--- config.mk ---
export PLATFORM = sky130hd
export DESIGN_NAME = serial_subtractor
export DESIGN_NICKNAME = d
export VERILOG_FILES = /design/src/rtl/serial_sub_pkg.sv /design/src/rtl/serial_subtractor_cell.sv /design/src/rtl/serial_subtractor.sv
export SDC_FILE = /design/constraint.sdc
export NUM_CORES = 1
export LEC_CHECK = 0
export CORE_UTILIZATION = 46
export DETAILED_ROUTE_END_ITERATION = 7
export PLACE_DENSITY = 0.82
export SYNTH_ARGS = -nofsm -noshare
export SYNTH_HDL_FRONTEND = slang
export SYNTH_SLANG_ARGS = --single-unit
--- constraint.sdc ---
create_clock -name clock -period 1.9 [get_ports clock]
set_input_delay 0.38 -clock clock [delete_from_list [all_inputs] [get_ports clock]]
set_output_delay 0.38 -clock clock [all_outputs]
set_load 0.01 [all_outputs]
--- src/rtl/serial_sub_pkg.sv ---
// Shared types and defaults for the bit-serial subtractor.
// Holds the FSM state encoding and the default operand width.
package serial_sub_pkg;

  typedef enum logic [1:0] {
    IDLE = 2'd0,
    RUN  = 2'd1,
    DONE = 2'd2
  } state_t;

  localparam int DEFAULT_WIDTH = 8;

endpackage

--- src/rtl/serial_subtractor_cell.sv ---
// One-bit full subtractor built from gate primitives: d = a - b - bin.
// Ports: a, b, bin in; d (difference), bout (borrow out) out.
module full_subtractor_cell (
  input  logic a,
  input  logic b,
  input  logic bin,
  output logic d,
  output logic bout
);

  logic ab_x;
  logic na;
  logic p0;
  logic p1;
  logic p2;

  xor g_x0 (ab_x, a, b);
  xor g_x1 (d, ab_x, bin);

  not g_n0 (na, a);

  and g_a0 (p0, na, b);
  and g_a1 (p1, na, bin);
  and g_a2 (p2, b, bin);

  or  g_o0 (bout, p0, p1, p2);

endmodule

--- src/rtl/serial_subtractor.sv ---
// Bit-serial WIDTH-bit subtractor, LSB first, start/busy/done handshake.
// Ports: clock, reset (sync, high), start, inA, inB in;
//        busy, done, diff, borrowOut out; overflow out with
//        SERIAL_SUB_OVERFLOW_EN (signed overflow of the last result).
module serial_subtractor
  import serial_sub_pkg::*;
#(
  parameter int WIDTH = DEFAULT_WIDTH
) (
  input  logic             clock,
  input  logic             reset,
  input  logic             start,
  input  logic [WIDTH-1:0] inA,
  input  logic [WIDTH-1:0] inB,
  output logic             busy,
  output logic             done,
  output logic [WIDTH-1:0] diff,
  output logic             borrowOut
`ifdef SERIAL_SUB_OVERFLOW_EN
  ,
  output logic             overflow
`endif
);

  localparam int CW = $clog2(WIDTH + 1);

  state_t state;
  state_t state_n;

  logic [WIDTH-1:0] a_sr;
  logic [WIDTH-1:0] b_sr;
  // Holds the low WIDTH-1 result bits; the MSB comes straight
  // from the cell on the final cycle.
  logic [WIDTH-2:0] r_sr;
  logic [WIDTH-1:0] r_nxt;
  logic             borrow;
  logic [CW-1:0]    cnt;

  logic d;
  logic bout;
  logic last;
  logic load;
  logic step;
  logic fin;
  logic busy_n;
  logic done_n;

  full_subtractor_cell u_cell (
    .a    (a_sr[0]),
    .b    (b_sr[0]),
    .bin  (borrow),
    .d    (d),
    .bout (bout)
  );

  assign last  = (cnt == CW'(WIDTH - 1));
  assign r_nxt = {d, r_sr};

  always_ff @(posedge clock) begin
    if (reset) begin
      state <= IDLE;
    end else begin
      state <= state_n;
    end
  end

  always_comb begin
    state_n = state;
    busy_n  = 1'b0;
    done_n  = 1'b0;
    load    = 1'b0;
    step    = 1'b0;
    fin     = 1'b0;
    unique case (state)
      IDLE: begin
        if (start) begin
          load    = 1'b1;
          busy_n  = 1'b1;
          state_n = RUN;
        end
      end
      RUN: begin
        step = 1'b1;
        if (last) begin
          fin     = 1'b1;
          done_n  = 1'b1;
          state_n = DONE;
        end else begin
          busy_n = 1'b1;
        end
      end
      DONE: begin
        // A start here restarts immediately, no idle bubble.
        if (start) begin
          load    = 1'b1;
          busy_n  = 1'b1;
          state_n = RUN;
        end else begin
          state_n = IDLE;
        end
      end
      default: begin
        state_n = IDLE;
      end
    endcase
  end

  always_ff @(posedge clock) begin
    if (reset) begin
      busy <= 1'b0;
      done <= 1'b0;
    end else begin
      busy <= busy_n;
      done <= done_n;
    end
  end

  always_ff @(posedge clock) begin
    if (reset) begin
      a_sr   <= '0;
      b_sr   <= '0;
      r_sr   <= '0;
      borrow <= 1'b0;
      cnt    <= '0;
    end else if (load) begin
      a_sr   <= inA;
      b_sr   <= inB;
      r_sr   <= '0;
      borrow <= 1'b0;
      cnt    <= '0;
    end else if (step) begin
      a_sr   <= a_sr >> 1;
      b_sr   <= b_sr >> 1;
      r_sr   <= r_nxt[WIDTH-1:1];
      borrow <= bout;
      cnt    <= cnt + CW'(1);
    end
  end

  always_ff @(posedge clock) begin
    if (reset) begin
      diff      <= '0;
      borrowOut <= 1'b0;
    end else if (fin) begin
      diff      <= r_nxt;
      borrowOut <= bout;
    end
  end

`ifdef SERIAL_SUB_OVERFLOW_EN
  // On the final cycle the shift regs expose the operand MSBs
  // and the cell output is the result MSB.
  always_ff @(posedge clock) begin
    if (reset) begin
      overflow <= 1'b0;
    end else if (fin) begin
      overflow <= (a_sr[0] ^ b_sr[0]) & (d ^ a_sr[0]);
    end
  end
`endif

endmodule
==> metrics.json, run 1 <==
{
  "unrepaired_setup_endpoints_after_global_routing": {"value": "false"},
  "final_critical_path_share_of_the_clock_period": {"value": 0.815},
  "setup-violations-final": {"value": 0},
  "timing.critical_path.max_delay_family": {"value": "buffers and inverters"},
  "utilization_after_layout": {"value": 0.605},
  "total_switching_power": {"value": 0.435, "unit": "mW"},
  "end_kind": {"value": "primary output"},
  "antenna_found_initial": {"value": 0},
  "setup_total_negative_slack": {"value": 0, "unit": "ns"},
  "parity_gate_share_of_the_synthesized_area_counting_xor_and_xnor_cells": {"value": 0.0103},
  "clock_power_share": {"value": 0.345},
  "final_net_count": {"value": 242},
  "tritoncts.num_buffers": {"value": 5},
  "post_route_wl": {"value": 3.35, "unit": "mm"},
  "timing.critical_path.cells": {"value": "clkdlybuf4s50_1"},
  "start_util": {"value": 0.492},
  "dr_total_vias": {"value": 1433},
  "placed_cell_area": {"value": 1990, "unit": "um^2"},
  "crit_path_top_delay_cell": {"value": "sky130_fd_sc_hd__clkdlybuf4s50_1"},
  "critical-path-max-stage-delay": {"value": 0.53, "unit": "ns"},
  "yosysUniqueCellTypes": {"value": 26},
  "run_status": {"value": "finished, final reports clean"},
  "critPathArrivalTime": {"value": 1.17, "unit": "ns"},
  "synth.mux.area_fraction": {"value": 0.00591},
  "fp-row-count": {"value": 21},
  "hold_path_class": {"value": "reg -> reg"},
  "initialDrtViolationCount": {"value": 99},
  "synth_adder_area_share": {"value": 0.0192},
  "worst_slew_pin_slew": {"value": 0.469, "unit": "ns"},
  "first_global_vias": {"value": 1269},
  "ctsHtreeMaxLevel": {"value": 2},
  "ant_nets": {"value": 0},
  "synth_compound_gate_area_share": {"value": 0.196},
  "finalClockSkew": {"value": 0.00873, "unit": "ns"},
  "ctsLongestPathBuffers": {"value": 2},
  "slew_headroom": {"value": 0.688},
  "gp_congestion": {"value": 0.744},
  "detail_route.vias_per_cell": {"value": 5.35},
  "post-place-cells": {"value": 260},
  "grt-ovfl-total": {"value": 0},
  "timing.hold.worst.start": {"value": "r_sr[0]"},
  "root_buffer": {"value": "sky130_fd_sc_hd__clkbuf_8"},
  "grt_overall_usage": {"value": 0.186},
  "cts_num_sinks": {"value": 41},
  "dp_hpwl": {"value": 2.23, "unit": "mm"},
  "synth_sequential_area_ratio": {"value": 0.484},
  "finalHoldViolations": {"value": 0},
  "timing.max_cap.violations": {"value": 0},
  "postSynthNetCount": {"value": 215},
  "power.internal": {"value": 1.29, "unit": "mW"},
  "antenna_cells": {"value": 0},
  "floorplan.io_pins": {"value": 30},
  "crit_path_start": {"value": "diff[7]"},
  "power.sequential.fraction": {"value": 0.533},
  "whs_path_depth": {"value": 2},
  "pwr-share-comb": {"value": 0.122},
  "port_buffers": {"value": 29},
  "finalNonFillerCells": {"value": 268},
  "die_area": {"value": 3930, "unit": "um^2"},
  "power.density_cell_area": {"value": 826, "unit": "nW/um^2"},
  "clk_transition_reported_paths": {"value": 0.08, "unit": "ns"},
  "rr_startpoint": {"value": "state[1]"},
  "drcViolationCount": {"value": 0},
  "area_growth": {"value": 23.0, "unit": "%"},
  "syn-mean-instance-area": {"value": 8.73, "unit": "um^2"},
  "finalInstanceArea": {"value": 2080, "unit": "um^2"},
  "clkLatencyLatePin": {"value": 0.29, "unit": "ns"},
  "synth_simple_gate_area_share": {"value": 0.214},
  "final_layout_worst_hold_slack": {"value": 0.469, "unit": "ns"},
  "critical_path.startpoint_type": {"value": "flop"},
  "hold_buffers": {"value": 0},
  "mostFrequentLayoutCells": {"value": "sky130_fd_sc_hd__nand2_1, sky130_fd_sc_hd__dfxtp_1, sky130_fd_sc_hd__clkdlybuf4s50_1"},
  "dieWidth": {"value": 62.7, "unit": "um"},
  "worst_ir_drop_vdd": {"value": 0.489, "unit": "mV"},
  "timing.setup.critical_path_class": {"value": "reg -> out"},
  "ff2ff_path_depth": {"value": 4},
  "clock_tree_from_tritoncts": {"value": "built"},
  "ys_warn_count": {"value": 0},
  "critical_path_depth": {"value": 1},
  "cp.required": {"value": 1.52, "unit": "ns"},
  "synth_top_family_by_area": {"value": "simple AND/OR/NAND/NOR gates"},
  "wl_cell": {"value": 12.5, "unit": "um"},
  "final_layout_size_suffix_gt1_frac": {"value": 0.104},
  "flip_flop_and_latch_count_after_synthesis": {"value": 41},
  "cts.repair_timing.setup_buffer_count": {"value": 0},
  "grt_first_pass_wirelength": {"value": 5.66, "unit": "mm"},
  "die_height": {"value": 62.7, "unit": "um"},
  "final.min_clock_period": {"value": 1.55, "unit": "ns"},
  "placeableCoreArea": {"value": 3440, "unit": "um^2"},
  "total_leakage_power": {"value": 0.711, "unit": "nW"},
  "switching_share": {"value": 0.253},
  "drt_pre_antenna_iters": {"value": 4},
  "critical_path_peak_fanout": {"value": 2},
  "maxClockFrequency": {"value": 646, "unit": "MHz"},
  "cp_num_buf_inv": {"value": 1},
  "syn-cell-area": {"value": 1690, "unit": "um^2"},
  "pin_count_of_the_biggest_net_entering_global_routing": {"value": 30},
  "timing.final.max_slew_violations": {"value": 0},
  "synthCells": {"value": 194},
  "resized_gates_after_cts": {"value": 0},
  "leading_cell_type_in_the_layout_fill_and_taps_excluded": {"value": "sky130_fd_sc_hd__nand2_1"}
}
==> path summary, 6_finish.rpt <==
| check | to | slack (ns) |
|---|---|---|
| setup / recovery | diff[7] | 0.35 |
| hold reg to reg | r_sr[0] | 0.47 |
| setup reg to reg | a_sr[2] | 0.44 |
| hold / removal | r_sr[0] | 0.47 |
==> registers in the layout, summed over array words and instances, names as in the netlist <==
signal and flops:
a_sr 8, b_sr 8, borrow 1, borrowOut 1, busy 1, cnt 4
diff 8, done 1, r_sr 7, state 2
==> kinds of logic (layout without fill, tap and decap cells) <==
group	after synthesis	after routing
buffers and inverters	18	46
xor gates and xnor gates	2	2
adders and majority gates	2	2
and+or+nand+nor	84	84
DFF	41	41
AOI/OAI and AO/OA	46	46
muxes	1	1
==> routing by layer <==
metal / vias up / track usage / wire length, um
met3: 9 / 0.0657 / 116
met2: 30 / 0.277 / 1510
li1: 720 / - / -
met5: - / 0 / 0
met1: 674 / 0.239 / 1640
met4: 0 / 0.0872 / 85
==> metrics by stage <==
| step | setup slack [ns] | power [mW] |
|---|---|---|
| 3_3_place_gp | 0.238 | 1.14 |
| 5_1_grt | 0.286 | 1.81 |
| 3_5_place_dp | 0.137 | 1.15 |
| 2_1_floorplan | 0.703 | 1.08 |
| 6_report | 0.352 | 1.72 |
| 4_1_cts | 0.345 | 1.73 |
==> synth_stat cells <==
cell type	count	area [um^2]
sky130_fd_sc_hd__clkbuf_1	4	15.0
sky130_fd_sc_hd__buf_4	4	30.0
sky130_fd_sc_hd__ha_1	1	12.5
sky130_fd_sc_hd__buf_2	5	25.0
sky130_fd_sc_hd__or3_1	1	6.26
sky130_fd_sc_hd__mux2i_1	1	10.0
sky130_fd_sc_hd__nand3_1	11	55.1
sky130_fd_sc_hd__a22oi_1	1	7.51
sky130_fd_sc_hd__a311oi_1	7	61.3
sky130_fd_sc_hd__fa_1	1	20.0
sky130_fd_sc_hd__a21oi_1	21	105
sky130_fd_sc_hd__buf_6	4	45.0
sky130_fd_sc_hd__dfxtp_1	41	821
sky130_fd_sc_hd__xor2_1	1	8.76
sky130_fd_sc_hd__nand3b_1	2	15.0
sky130_fd_sc_hd__xnor2_1	1	8.76
sky130_fd_sc_hd__and3b_1	1	8.76
sky130_fd_sc_hd__a311oi_2	7	105
sky130_fd_sc_hd__nand2b_1	3	18.8
sky130_fd_sc_hd__nor2_1	18	67.6
sky130_fd_sc_hd__inv_1	1	3.75
sky130_fd_sc_hd__o21ai_0	9	45.0
sky130_fd_sc_hd__and2b_1	2	15.0
sky130_fd_sc_hd__a211oi_1	1	7.51
sky130_fd_sc_hd__nor3_1	3	15.0
sky130_fd_sc_hd__nand2_1	43	161
==> power by group through the flow <==
stage	Sequential [mW]	Combinational (mW)	Clock, mW
finish	0.918	0.209	0.594
global route	0.923	0.229	0.659
CTS	0.918	0.209	0.606
detailed placement	0.937	0.209	0
global placement	0.937	0.204	0
floorplan	0.932	0.149	0
==> final cells by class <==
cell class                      instances  area (um^2)
Inverter                                1         3.75
Timing Repair Buffer                   37          350
Fill cell                             297         1360
Clock buffer                            6         82.6
Multi-Input combinational cell        135          754
Sequential cell                        41          821
Clock inverter                          2         13.8
Tap cell                               46         57.6
Note: power is estimated with default switching activity, not from simulation.
==> run 2: changes to the inputs <==
==> constraint.sdc (replaced) <==
create_clock -name clock -period 1.47 [get_ports clock]
set_input_delay 0.294 -clock clock [delete_from_list [all_inputs] [get_ports clock]]
set_output_delay 0.294 -clock clock [all_outputs]
set_load 0.01 [all_outputs]
==> run 2 against run 1 <==
Compared with the run above: non-clock buffer count grew 6; total power up 27%; final cell count up 2.2%; critical path type unchanged; first-iteration DRC count decreased by 35%; core utilization is 2.1 points higher; largest cell class unchanged; global-route usage fell by 0.14 points; worst setup slack worse by 0.31 ns; sequential cell count stayed put.
==> metrics.json, run 2 (synthesized netlist as in run 1, its figures left out) <==
{
  "run_status": {"value": "finished, final reports clean"},
  "drt_pre_antenna_iters": {"value": 4, "change": "unchanged"},
  "dieWidth": {"value": 62.7, "unit": "um", "change": "unchanged"},
  "hold_end": {"value": "r_sr[0]"},
  "filler_cell_count": {"value": 299, "change": "+0.67%"},
  "worst_slew_pin_slew": {"value": 0.227, "unit": "ns", "change": "-0.241 ns"},
  "ctsLongestPathBuffers": {"value": 2, "change": "unchanged"},
  "critical_path_peak_fanout": {"value": 1, "change": "-1"},
  "cp.required": {"value": 1.18, "unit": "ns", "change": "-0.34 ns"},
  "fp-row-count": {"value": 21, "change": "unchanged"},
  "floorplan.io_pins": {"value": 30, "change": "unchanged"},
  "ctsHtreeMaxLevel": {"value": 2, "change": "unchanged"},
  "crit_path_top_delay_cell": {"value": "sky130_fd_sc_hd__clkdlybuf4s50_1"},
  "critical-path-max-stage-delay": {"value": 0.53, "unit": "ns", "change": "about the same"},
  "critPathArrivalTime": {"value": 1.14, "unit": "ns", "change": "-0.03 ns"},
  "layout.area.seq": {"value": 821, "unit": "um^2", "change": "unchanged"},
  "utilization_after_layout": {"value": 0.626, "change": "+0.0207"},
  "timing.rr.end": {"value": "diff[2]"},
  "timing.critical_path.max_delay_family": {"value": "buffers and inverters"},
  "critical_path.startpoint_type": {"value": "flop"},
  "dr_total_vias": {"value": 1440, "change": "+0.49%"},
  "cp_num_buf_inv": {"value": 1, "change": "unchanged"},
  "area_growth": {"value": 27.2, "unit": "%"},
  "dp_hpwl": {"value": 2.40, "unit": "mm", "change": "+7.5%"},
  "ant_nets": {"value": 0, "change": "unchanged"},
  "gp_congestion": {"value": 0.768, "change": "+3.3%"},
  "clkLatencyLatePin": {"value": 0.30, "unit": "ns", "change": "about the same"},
  "timing.final.max_slew_violations": {"value": 0, "change": "unchanged"},
  "clk_transition_reported_paths": {"value": 0.07, "unit": "ns", "change": "about the same"},
  "post_route_wl": {"value": 3.40, "unit": "mm", "change": "+1.5%"},
  "port_buffers": {"value": 29, "change": "unchanged"},
  "final.min_clock_period": {"value": 1.43, "unit": "ns"},
  "rr_startpoint": {"value": "cnt[0]"},
  "placeableCoreArea": {"value": 3440, "unit": "um^2", "change": "unchanged"},
  "timing.hold.worst.start": {"value": "r_sr[0]"},
  "whs_path_depth": {"value": 2, "change": "unchanged"},
  "die_height": {"value": 62.7, "unit": "um", "change": "unchanged"},
  "die_area": {"value": 3930, "unit": "um^2", "change": "unchanged"},
  "finalClockSkew": {"value": 0.00723, "unit": "ns", "change": "-0.00150 ns"},
  "power.density_cell_area": {"value": 1020, "unit": "nW/um^2", "change": "+23%"},
  "setup-violations-final": {"value": 0, "change": "unchanged"},
  "biggestRegsByFlops": {"value": "a_sr (8), b_sr (8), diff (8)"},
  "first_global_vias": {"value": 1324, "change": "+4.3%"},
  "timing.max_cap.violations": {"value": 0, "change": "unchanged"},
  "grt_first_pass_wirelength": {"value": 5.68, "unit": "mm", "change": "+0.35%"},
  "ff2ff_path_depth": {"value": 5, "change": "+1"},
  "final_net_count": {"value": 248, "change": "+2.5%"},
  "worst_ir_drop_vdd": {"value": 0.768, "unit": "mV", "change": "+57%"},
  "clock_tree_from_tritoncts": {"value": "built"},
  "drcViolationCount": {"value": 0, "change": "unchanged"},
  "slew_headroom": {"value": 0.847, "change": "+0.160"},
  "timing.critical_path.cells": {"value": "clkdlybuf4s50_1"},
  "wl_cell": {"value": 12.4, "unit": "um", "change": "-0.70%"},
  "cts_num_sinks": {"value": 41, "change": "unchanged"},
  "initialDrtViolationCount": {"value": 64, "change": "-35%"},
  "unrepaired_setup_endpoints_after_global_routing": {"value": "false"},
  "multi_input_comb_area": {"value": 754, "unit": "um^2", "change": "unchanged"},
  "end_kind": {"value": "primary output"},
  "detail_route.vias_per_cell": {"value": 5.26, "change": "-1.7%"},
  "finalHoldViolations": {"value": 0, "change": "unchanged"},
  "detailedPlace.worstSlack": {"value": -0.0484, "unit": "ns", "change": "-0.186 ns"},
  "mostFrequentLayoutCells": {"value": "sky130_fd_sc_hd__nand2_1, sky130_fd_sc_hd__dfxtp_1, sky130_fd_sc_hd__a21oi_1"},
  "tritoncts.num_buffers": {"value": 5, "change": "unchanged"},
  "maxClockFrequency": {"value": 699, "unit": "MHz"},
  "grt-ovfl-total": {"value": 0, "change": "unchanged"},
  "reg2reg_slack": {"value": 0.19, "unit": "ns", "change": "-0.25 ns"},
  "final_layout_worst_hold_slack": {"value": 0.455, "unit": "ns", "change": "-0.0139 ns"},
  "start_util": {"value": 0.492, "change": "unchanged"},
  "hold_path_class": {"value": "reg -> reg"},
  "timing.final.ws_setup": {"value": 0.0390, "unit": "ns", "change": "-0.312 ns"},
  "final_critical_path_share_of_the_clock_period": {"value": 0.973},
  "pin_count_of_the_biggest_net_entering_global_routing": {"value": 38, "change": "+27%"},
  "final_layout_size_suffix_gt1_frac": {"value": 0.123, "change": "+0.0192"},
  "leading_cell_type_in_the_layout_fill_and_taps_excluded": {"value": "sky130_fd_sc_hd__nand2_1"},
  "grt_overall_usage": {"value": 0.185, "change": "-0.00141"},
  "antenna_found_initial": {"value": 0, "change": "unchanged"},
  "timing.setup.critical_path_class": {"value": "reg -> out"},
  "antenna_cells": {"value": 0, "change": "unchanged"},
  "root_buffer": {"value": "sky130_fd_sc_hd__clkbuf_8"},
  "total_leakage_power": {"value": 0.883, "unit": "nW", "change": "+24%"}
}
[run 2: cell types whose count changed in the layout (fill, tap and decap cells not counted), moves of 2 or more]
cell,previous run,this run
sky130_fd_sc_hd__dlymetal6s2s_1,0,7
sky130_fd_sc_hd__clkdlybuf4s50_1,29,20
sky130_fd_sc_hd__dlygate4sd2_1,0,2
sky130_fd_sc_hd__buf_4,8,12
sky130_fd_sc_hd__buf_12,0,2
[run 2: how the worst max path moves through the flow]
| stage | slack [ns] | to | cells after the start | startpoint |
|---|---|---|---|---|
| after floorplan | 0.27 | diff[7] | 5 | cnt[0] |
| after global placement | 0.01 | a_sr[6] | 5 | start |
| after detailed placement | -0.05 | a_sr[5] | 5 | start |
| after CTS | 0.0002 | diff[3] | 1 | diff[3] |
| after global routing | 0.001 | busy | 1 | busy |
| final | 0.04 | busy | 1 | busy |
[run 2: timing repair]
action                                  4_1_cts  5_1_grt
cloned                                        0        0
hold buffers                                  0        0
pin swaps                                     0        0
buffers inserted                              0        0
gates resized for setup                       2        7
endpoints found under the setup margin        2        7
[run 2: per-stage QoR]
stage	setup TNS [ns]	power, mW	instances	instance area [um^2]
after global placement	0	1.49	266	2060
final	0	2.19	274	2150
after global routing	0	2.28	274	2150
after detailed placement	-0.167	1.50	266	2060
after CTS	0	2.20	274	2140
after floorplan	0	1.40	194	1690
[run 2: power breakdown]
part / switching, mW / total, mW / internal [mW]
registers: 0.0291 / 1.19 / 1.16
clock network: 0.387 / 0.716 / 0.329
logic: 0.147 / 0.286 / 0.140
[run 2: area by class of cell]
type,count,share of cell area
flip-flops and latches,41,0.381
clock buffers,6,0.0337
multi-input cells,135,0.350
repair buffers,43,0.202
clock inverters,2,0.00465
well taps,46,0.0267
inverters,1,0.00174
[run 2: routing by layer]
metal | share of wire | vias to the layer above | GRT usage
li1 | - | 736 | -
met1 | 0.48 | 674 | 0.224
met2 | 0.47 | 26 | 0.299
met3 | 0.037 | 4 | 0.0602
met4 | 0.015 | 0 | 0.0785
met5 | 0 | - | 0
==> run 3: changes to the inputs <==
--- a/config.mk
+++ b/config.mk
@@ -7,7 +7,7 @@
 export LEC_CHECK = 0
 export CORE_UTILIZATION = 46
 export DETAILED_ROUTE_END_ITERATION = 7
-export PLACE_DENSITY = 0.82
+export PLACE_DENSITY_LB_ADDON = 0.25
 export SYNTH_ARGS = -nofsm -noshare
 export SYNTH_HDL_FRONTEND = slang
 export SYNTH_SLANG_ARGS = --single-unit
==> run 3 against run 2 <==
Compared with the run above: worst setup slack lost 0.0062 ns; combinational power is essentially flat; final area shrank 1.0%; clock-buffer cell count grew 2; critical path depth is the same; non-clock buffer count shrank 1; register-to-register slack lost 0.03 ns; final cell count shrank 0.36%; sequential cell count is the same; largest power group unchanged.
==> metrics.json, run 3 (synthesized netlist as in run 1, its figures left out) <==
{
  "run_status": {"value": "finished, final reports clean"},
  "first_global_vias": {"value": 1346, "change": "+1.7%"},
  "post-layout-total-power": {"value": 2.18, "unit": "mW", "change": "-0.63%"},
  "finalClockSkew": {"value": 0.00232, "unit": "ns", "change": "-0.00491 ns"},
  "timing.critical_path.max_delay_family": {"value": "buffers and inverters"},
  "finalInstanceArea": {"value": 2130, "unit": "um^2", "change": "-1.0%"},
  "critical_path.startpoint_type": {"value": "flop"},
  "initialDrtViolationCount": {"value": 100, "change": "+56%"},
  "final_layout_worst_hold_slack": {"value": 0.453, "unit": "ns", "change": "-0.00258 ns"},
  "dieWidth": {"value": 62.7, "unit": "um", "change": "unchanged"},
  "final.min_clock_period": {"value": 1.44, "unit": "ns", "change": "+0.00622 ns"},
  "grt_first_pass_wirelength": {"value": 5.71, "unit": "mm", "change": "+0.62%"},
  "fp-row-count": {"value": 21, "change": "unchanged"},
  "power.internal": {"value": 1.63, "unit": "mW", "change": "+0.36%"},
  "worst_slew_pin_slew": {"value": 0.226, "unit": "ns", "change": "-0.00134 ns"},
  "maxUsedRoutingLayer": {"value": "met4"},
  "area_growth": {"value": 25.8, "unit": "%"},
  "cts_num_sinks": {"value": 41, "change": "unchanged"},
  "die_area": {"value": 3930, "unit": "um^2", "change": "unchanged"},
  "start_util": {"value": 0.492, "change": "unchanged"},
  "power.density_cell_area": {"value": 1020, "unit": "nW/um^2", "change": "+0.42%"},
  "timing.setup.critical_path_class": {"value": "reg -> out"},
  "total_leakage_power": {"value": 0.869, "unit": "nW", "change": "-1.5%"},
  "dr_total_vias": {"value": 1446, "change": "+0.42%"},
  "timing.final.max_slew_violations": {"value": 0, "change": "unchanged"},
  "timing.critical_path.cells": {"value": "clkdlybuf4s50_1"},
  "cp_num_buf_inv": {"value": 1, "change": "unchanged"},
  "detail_route.vias_per_cell": {"value": 5.30, "change": "+0.78%"},
  "mostFrequentLayoutCells": {"value": "sky130_fd_sc_hd__nand2_1, sky130_fd_sc_hd__dfxtp_1, sky130_fd_sc_hd__a21oi_1"},
  "maxClockFrequency": {"value": 696, "unit": "MHz", "change": "-0.43%"},
  "clock_power_share": {"value": 0.324, "change": "-0.003"},
  "pin_count_of_the_biggest_net_entering_global_routing": {"value": 29, "change": "-24%"},
  "die_height": {"value": 62.7, "unit": "um", "change": "unchanged"},
  "switching_share": {"value": 0.250, "change": "-0.00740"},
  "wirelength_met1": {"value": 1.66, "unit": "mm", "change": "+1.3%"},
  "hold_path_class": {"value": "reg -> reg"},
  "met3_wire_length": {"value": 202, "unit": "um", "change": "+62%"},
  "critical-path-max-stage-delay": {"value": 0.53, "unit": "ns", "change": "about the same"},
  "dp_hpwl": {"value": 2.40, "unit": "mm", "change": "+0.20%"},
  "gp_congestion": {"value": 0.749, "change": "-2.5%"},
  "grt_overall_usage": {"value": 0.187, "change": "+0.00199"},
  "biggestRegsByFlops": {"value": "a_sr (8), b_sr (8), diff (8)"},
  "drt_pre_antenna_iters": {"value": 4, "change": "unchanged"},
  "clk_transition_reported_paths": {"value": 0.07, "unit": "ns", "change": "about the same"},
  "power.sequential.fraction": {"value": 0.545, "change": "+0.003"},
  "final_critical_path_share_of_the_clock_period": {"value": 0.978, "change": "+0.00423"},
  "crit_path_top_delay_cell": {"value": "sky130_fd_sc_hd__clkdlybuf4s50_1"},
  "ctsHtreeMaxLevel": {"value": 2, "change": "unchanged"},
  "antenna_cells": {"value": 0, "change": "unchanged"},
  "ctsLongestPathBuffers": {"value": 2, "change": "unchanged"},
  "post_route_wl": {"value": 3.49, "unit": "mm", "change": "+2.5%"},
  "total_switching_power": {"value": 0.543, "unit": "mW", "change": "-3.5%"},
  "ff2ff_path_depth": {"value": 5, "change": "unchanged"},
  "placeableCoreArea": {"value": 3440, "unit": "um^2", "change": "unchanged"},
  "leading_cell_type_in_the_layout_fill_and_taps_excluded": {"value": "sky130_fd_sc_hd__nand2_1"},
  "grt-ovfl-total": {"value": 0, "change": "unchanged"},
  "wl_cell": {"value": 12.8, "unit": "um", "change": "+2.9%"},
  "whs_path_depth": {"value": 2, "change": "unchanged"},
  "routed-wl-met2": {"value": 1.58, "unit": "mm", "change": "-0.76%"},
  "timing.max_cap.violations": {"value": 0, "change": "unchanged"},
  "ant_nets": {"value": 0, "change": "unchanged"},
  "slew_headroom": {"value": 0.848, "change": "+0.000898"},
  "utilization_after_layout": {"value": 0.619, "change": "-0.00654"},
  "critical_path_peak_fanout": {"value": 1, "change": "unchanged"},
  "clkLatencyLatePin": {"value": 0.29, "unit": "ns", "change": "about the same"},
  "antenna_found_initial": {"value": 0, "change": "unchanged"},
  "worst_ir_drop_vdd": {"value": 0.628, "unit": "mV", "change": "-18%"},
  "final_layout_size_suffix_gt1_frac": {"value": 0.110, "change": "-0.0127"},
  "clock_tree_from_tritoncts": {"value": "built"},
  "critical_path_depth": {"value": 1, "change": "unchanged"},
  "finalHoldViolations": {"value": 0, "change": "unchanged"},
  "end_kind": {"value": "primary output"},
  "critPathArrivalTime": {"value": 1.14, "unit": "ns", "change": "about the same"},
  "cp.required": {"value": 1.18, "unit": "ns", "change": "about the same"},
  "pwr-share-comb": {"value": 0.131, "change": "about the same"},
  "root_buffer": {"value": "sky130_fd_sc_hd__clkbuf_8"},
  "setup-violations-final": {"value": 0, "change": "unchanged"},
  "port_buffers": {"value": 29, "change": "unchanged"},
  "tritoncts.num_buffers": {"value": 5, "change": "unchanged"},
  "unrepaired_setup_endpoints_after_global_routing": {"value": "false"},
  "drcViolationCount": {"value": 0, "change": "unchanged"},
  "final_net_count": {"value": 247, "change": "-0.40%"},
  "placed_cell_area": {"value": 2030, "unit": "um^2", "change": "-1.3%"},
  "floorplan.io_pins": {"value": 30, "change": "unchanged"}
}
[run 3: power by group through the flow]
stage | sequential [mW] | combinational [mW] | clock (mW)
after detailed placement | 1.21 | 0.286 | 0
after global routing | 1.19 | 0.313 | 0.755
after floorplan | 1.20 | 0.193 | 0
after CTS | 1.19 | 0.287 | 0.714
final | 1.19 | 0.286 | 0.704
after global placement | 1.21 | 0.275 | 0
[run 3: path summary, 6_finish.rpt]
kind,start,end,slack (ns)
max,busy,busy,0.03
min,r_sr[0],r_sr[0],0.45
max reg2reg,cnt[0],diff[2],0.16
min reg2reg,r_sr[0],r_sr[0],0.45
[run 3: timing repair]
| item | in CTS | in global routing |
|---|---|---|
| endpoints found under the hold margin | 0 | 0 |
| pin swaps | 0 | 1 |
| cloned | 0 | 0 |
| hold buffers | 0 | 0 |
| gates resized for setup | 2 | 7 |
| setup endpoints to repair | 2 | 16 |
| buffers inserted | 0 | 1 |
[run 3: through the flow]
| stage | setup TNS, ns | cells | setup slack [ns] |
|---|---|---|---|
| global placement | 0 | 264 | 0.0500 |
| detailed placement | -0.00771 | 264 | -0.00771 |
| CTS | 0 | 272 | 0.00300 |
| finish | 0 | 273 | 0.0328 |
| floorplan | 0 | 194 | 0.273 |
| global route | 0 | 273 | 0.00129 |
[run 3: area by class of cell]
cell class / instances / area, um^2
clock buffer: 8 / 80.1
inverter: 1 / 3.75
sequential: 41 / 821
multi-input combinational: 135 / 754
fill: 285 / 1310
tap: 46 / 57.6
timing repair buffer: 42 / 415
[run 3: routing by layer]
metal,up-vias,track usage
met2,35,0.295
li1,724,-
met4,0,0.0756
met1,681,0.235
met3,6,0.0602
met5,-,0
